[config.mk]
export PLATFORM = sky130hd
export DESIGN_NAME = lane_packer
export DESIGN_NICKNAME = d
export VERILOG_FILES = /design/src/rtl/lane_packer.sv
export SDC_FILE = /design/constraint.sdc
export NUM_CORES = 1
export LEC_CHECK = 0
export ABC_AREA = 1
export BUFFER_PORTS_ARGS = -buffer_cell sky130_fd_sc_hd__buf_2
export CAP_MARGIN = 10
export CORE_MARGIN = 2
export CORE_UTILIZATION = 54
export CTS_CLUSTER_SIZE = 30
export DETAILED_ROUTE_END_ITERATION = 10
export PLACE_DENSITY = 0.77
export SYNTH_ARGS = -nofsm -noshare
export SYNTH_HDL_FRONTEND = slang
export SYNTH_SLANG_ARGS = --single-unit
[constraint.sdc]
create_clock -name clk -period 3.86 [get_ports clk]
set_clock_uncertainty 0.15 [all_clocks]
set_input_delay 0.386 -clock clk [delete_from_list [all_inputs] [get_ports clk]]
set_output_delay 0.386 -clock clk [all_outputs]
set_load 0.02 [all_outputs]
[src/rtl/lane_packer.sv]
// lane_packer: packs PACK consecutive lane words into one wide word behind a
// crossbar output port. Optional partial-word flush under `LANE_PACKER_FLUSH_EN`.
module lane_packer #(
    parameter int WIDTH     = 8,
    parameter int PACK      = 4,
    parameter int CNT_WIDTH = $clog2(PACK) + 1
) (
    input  logic                  clk,
    input  logic                  rst,
    input  logic                  valid_in,
    input  logic [WIDTH-1:0]      d,
    output logic                  stall_out,
    output logic                  valid,
    output logic [WIDTH*PACK-1:0] q,
    output logic [CNT_WIDTH-1:0]  count,
    input  logic                  stall
`ifdef LANE_PACKER_FLUSH_EN
    ,
    input  logic                  flush
`endif
);

    localparam logic [CNT_WIDTH-1:0] LAST_SLOT = CNT_WIDTH'(PACK - 1);

    logic [WIDTH*PACK-1:0] pack_q, pack_d;
    logic [CNT_WIDTH-1:0]  cnt_q, cnt_d;
    logic                  pack_full_q, pack_full_d;
    logic [CNT_WIDTH-1:0]  pack_cnt_q, pack_cnt_d;
    logic [WIDTH*PACK-1:0] out_q, out_d;
    logic                  out_valid_q, out_valid_d;
    logic [CNT_WIDTH-1:0]  out_cnt_q, out_cnt_d;

    logic                  lane_xfer;
    logic                  out_free;
    logic                  complete;
    logic                  flush_go;
    logic                  emit;
    logic [CNT_WIDTH-1:0]  emit_cnt;
    logic [WIDTH*PACK-1:0] pack_next;

    assign stall_out = pack_full_q;
    assign valid     = out_valid_q;
    assign q         = out_q;
    assign count     = out_cnt_q;

    assign lane_xfer = valid_in && !pack_full_q;
    assign out_free  = !out_valid_q || !stall;
    assign complete  = lane_xfer && (cnt_q == LAST_SLOT);
    assign emit_cnt  = cnt_q + CNT_WIDTH'(lane_xfer);

`ifdef LANE_PACKER_FLUSH_EN
    assign flush_go = flush && !pack_full_q && ((cnt_q != '0) || lane_xfer);
`else
    assign flush_go = 1'b0;
`endif

    assign emit = complete || flush_go;

    always_comb begin
        // NOTE: every always_comb output gets a default first so no path leaves it unassigned (no latch).
        pack_next = pack_q;
        if (lane_xfer) begin
            pack_next[int'(cnt_q)*WIDTH +: WIDTH] = d;
        end
    end

    always_comb begin
        pack_d      = pack_q;
        cnt_d       = cnt_q;
        pack_full_d = pack_full_q;
        pack_cnt_d  = pack_cnt_q;
        out_d       = out_q;
        out_valid_d = out_valid_q;
        out_cnt_d   = out_cnt_q;

        if (out_valid_q && !stall) begin
            out_valid_d = 1'b0;
        end

        if (pack_full_q) begin
            // Held word moves to output as soon as the output frees; lane is stalled meanwhile.
            if (out_free) begin
                out_d       = pack_q;
                out_cnt_d   = pack_cnt_q;
                out_valid_d = 1'b1;
                pack_d      = '0;
                pack_full_d = 1'b0;
                pack_cnt_d  = '0;
            end
        end else if (emit) begin
            cnt_d = '0;
            if (out_free) begin
                out_d       = pack_next;
                out_cnt_d   = emit_cnt;
                out_valid_d = 1'b1;
                pack_d      = '0;
            end else begin
                pack_d      = pack_next;
                pack_full_d = 1'b1;
                pack_cnt_d  = emit_cnt;
            end
        end else if (lane_xfer) begin
            pack_d = pack_next;
            cnt_d  = cnt_q + CNT_WIDTH'(1);
        end
    end

    // Pack register is reset to zero because unused slots must read as zero when emitted.
    always_ff @(posedge clk or posedge rst) begin
        if (rst) begin
            pack_q      <= '0;
            cnt_q       <= '0;
            pack_full_q <= 1'b0;
            pack_cnt_q  <= '0;
            out_q       <= '0;
            out_valid_q <= 1'b0;
            out_cnt_q   <= '0;
        end else begin
            // NOTE: state registers use non-blocking assignment so all flops update together.
            pack_q      <= pack_d;
            cnt_q       <= cnt_d;
            pack_full_q <= pack_full_d;
            pack_cnt_q  <= pack_cnt_d;
            out_q       <= out_d;
            out_valid_q <= out_valid_d;
            out_cnt_q   <= out_cnt_d;
        end
    end

endmodule
==> impl_metrics.ini <==
[outcome]
status = complete, no violations

[clock_tree]
clk_path_buf_depth = 2
h-tree-depth = 3
cts-resized-gates = 0
path_clk_slew_ns = 0.08
cts-root-buf = clkbuf_8
tritoncts = done
cts_num_sinks = 75
cts-buffers-inserted = 9
clock_latency_ns = 0.35

[critical_path]
required_ns = 3.96
start_kind = flop
cp.arrival_ns = 2.88
end_kind = flop
r2r_slack_ns = 1.07
crit_fanout = 16
critical_path_class = reg2reg

[power_and_ir_drop]
internal-power_mw = 1.87
power_density_mw_per_mm2 = 746
clockPowerShare = 0.210
p_total_mw = 3.15
p_seq_frac = 0.395
switchingPower_mw = 1.28
leakage_nw = 2.22
ir_worst_vdd_mv = 0.391
p_comb_frac = 0.395
switching_share = 0.406

[timing]
fin_tns_setup_ns = 0
worstMarginPinSlew_ns = 0.658
fin_crit_sh = 0.722
period_needed_ns = 2.79
timing.final.ws_setup_ns = 1.07
finalHoldViolations = 0
drv_slew = 0
slew_headroom = 0.560
setup_viol = 0
holdWs_ns = 0.160
rsz0062_at_grt = false
fmax_mhz = 359

[global_route]
global_route.usage.met3 = 0.0483
grt_overflow_total = 0
met1_usage = 0.363
grt_first_pass_wirelength_mm = 14.8
grt_max_degree = 38
grt_pass1_vias = 3056
use_met2 = 0.382
busiest_layer = met2
grt_usage = 0.252
antenna_found_initial = 0

[synth]
synth_area_mm2 = 0.00373
syn_nets = 497
synthXorXnorAreaFrac = 0
synth_warnings = 0
ys_seq_elements = 75
ys_types = 30
seq_area_frac_synth = 0.503
synth_compound_area_frac = 0.115
yosysTopAreaCellShare = 0.503
syn_inst = 477
synth_top_family_by_area = simple AND/OR/NAND/NOR gates
yosysTopAreaCell = dfrtp_1
synthMuxAreaShare = 0
synthSimpleGateAreaFrac = 0.288
avgSynthCellArea_um2 = 7.82
synthTopCellsByArea = dfrtp_1 50%, nand2_1 17%, o21ai_0 6.7%, nand3_1 4.3%, nor2_1 4.2%
synthAdderAreaFrac = 0.0268

[detailed_routing]
routed_via_density = 5.43
drc = 0
drt_first_iter_violations = 201
wire_per_inst_um = 14.5
ant_nets = 0
dr.pass1.iters = 5
postRouteWirelength_mm = 8.76
vias = 3283

[hold_path]
hold_path.class = in2reg

[job]
maxCapViolations = 0

[final_layout]
drive_gt1_frac = 0.170
nNetsFinal = 541
stdcell_count = 605
diodes = 0
multi_input_area_mm2 = 0.00160
fillers = 590
synthToLayoutAreaGrowth_pct = 13.0
regArea_mm2 = 0.00188

[die]
die_y_um = 87.1
start_util = 0.552
die-area_mm2 = 0.00759
rows = 30
fp.coreArea_mm2 = 0.00676
dieWidth_um = 87.1
io_pins = 49

[placed_design]
placedCellCount = 589
routabilityCongestion = 0.962
hpwl_mm = 6.11
portBuffers = 48
place_ws_ns = 1.11
## Yosys cell counts, drive strengths merged
cell	instances
nand2	172
dfrtp	75
o21ai	56
nor2	46
inv	34
nand3	32
buf	11
a21oi	9
clkbuf	9
o22ai	9
ha	8
a31oi	4
nand4	3
or2	3
clkinv	2
nand3b	2
nor3	1
o31ai	1
## critical path: stages, from the launching register on
cell	delay [ns]
dfrtp_1	0.65
inv_1	0.21
ha_1	0.26
ha_1	0.35
nand2_1	0.08
nor2_2	0.41
o21ai_0	0.24
o21ai_0	0.16
nor2_1	0.06
nand2_1	0.06
nand2_1	0.05
## state kept, by name (all words and copies together), names as in the netlist
| signal | flops |
|---|---|
| q | 32 |
| valid | 1 |
| stall_out | 1 |
| count | 3 |
| pack_q | 32 |
| pack_cnt_q | 3 |
| cnt_q | 3 |
## routing by layer
| layer | wire (um) | share of wire | vias up |
|---|---|---|---|
| li1 | - | - | 1621 |
| met1 | 4120 | 0.47 | 1532 |
| met2 | 4000 | 0.46 | 117 |
| met3 | 500 | 0.057 | 13 |
| met4 | 148 | 0.017 | 0 |
| met5 | 0 | 0 | - |
## power by group through the flow
| stage | logic, mW | registers (mW) | clock network, mW |
|---|---|---|---|
| after floorplan | 0.712 | 1.43 | 0 |
| after global placement | 1.22 | 1.24 | 0 |
| after detailed placement | 1.24 | 1.25 | 0 |
| after CTS | 1.25 | 1.24 | 0.671 |
| after global routing | 1.40 | 1.28 | 0.705 |
| final | 1.24 | 1.24 | 0.660 |
## final cells by class
class                           count  area share
Timing Repair Buffer               53      0.0664
Inverter                           36      0.0338
Tap cell                           80      0.0237
Clock inverter                      5      0.0184
Clock buffer                       10      0.0326
Multi-Input combinational cell    346       0.380
Sequential cell                    75       0.445
## metrics by stage
stage,util,cell area (um2)
CTS,0.624,4220
global route,0.624,4220
floorplan,-,3730
detailed placement,0.591,3990
global placement,0.591,3990
finish,0.624,4220
## worst paths after layout
path	from	cells after the start	end
setup / recovery	cnt_q[0]	10	pack_q[27]
hold / removal	stall	3	valid
setup reg to reg	cnt_q[0]	10	pack_q[27]
hold reg to reg	q[9]	2	q[9]
max in group asynchronous	rst	4	q[19]
min in group asynchronous	rst	3	q[6]
## what timing repair did
action                                  CTS  global route
setup buffers                             0             0
hold buffers                              1             0
endpoints found under the hold margin    26             0
endpoints found under the setup margin    0             0
## logic make-up (layout without fill, tap and decap cells)
logic type                 Yosys count  count (layout)
DFF                                 75              75
AOI/OAI and AO/OA                   79              79
and+or+nand+nor                    259             259
buffers and inverters               56             104
adders and majority gates            8               8
## layout by cell type (no fill, tap or decap), drive strengths merged
| master | count |
|---|---|
| clkinvlp | 1 |
| a31oi | 4 |
| dlygate4sd3 | 1 |
| dfrtp | 75 |
| bufinv | 2 |
| or2 | 3 |
| buf | 52 |
| o22ai | 9 |
| o21ai | 56 |
| nor2 | 46 |
| clkinv | 4 |
| inv | 34 |
| ha | 8 |
| nand4 | 3 |
| nand3 | 32 |
| nand3b | 2 |
| o31ai | 1 |
| a21oi | 9 |
| clkbuf | 10 |
| nor3 | 1 |
| nand2 | 172 |
(Power assumes the default switching activity.)
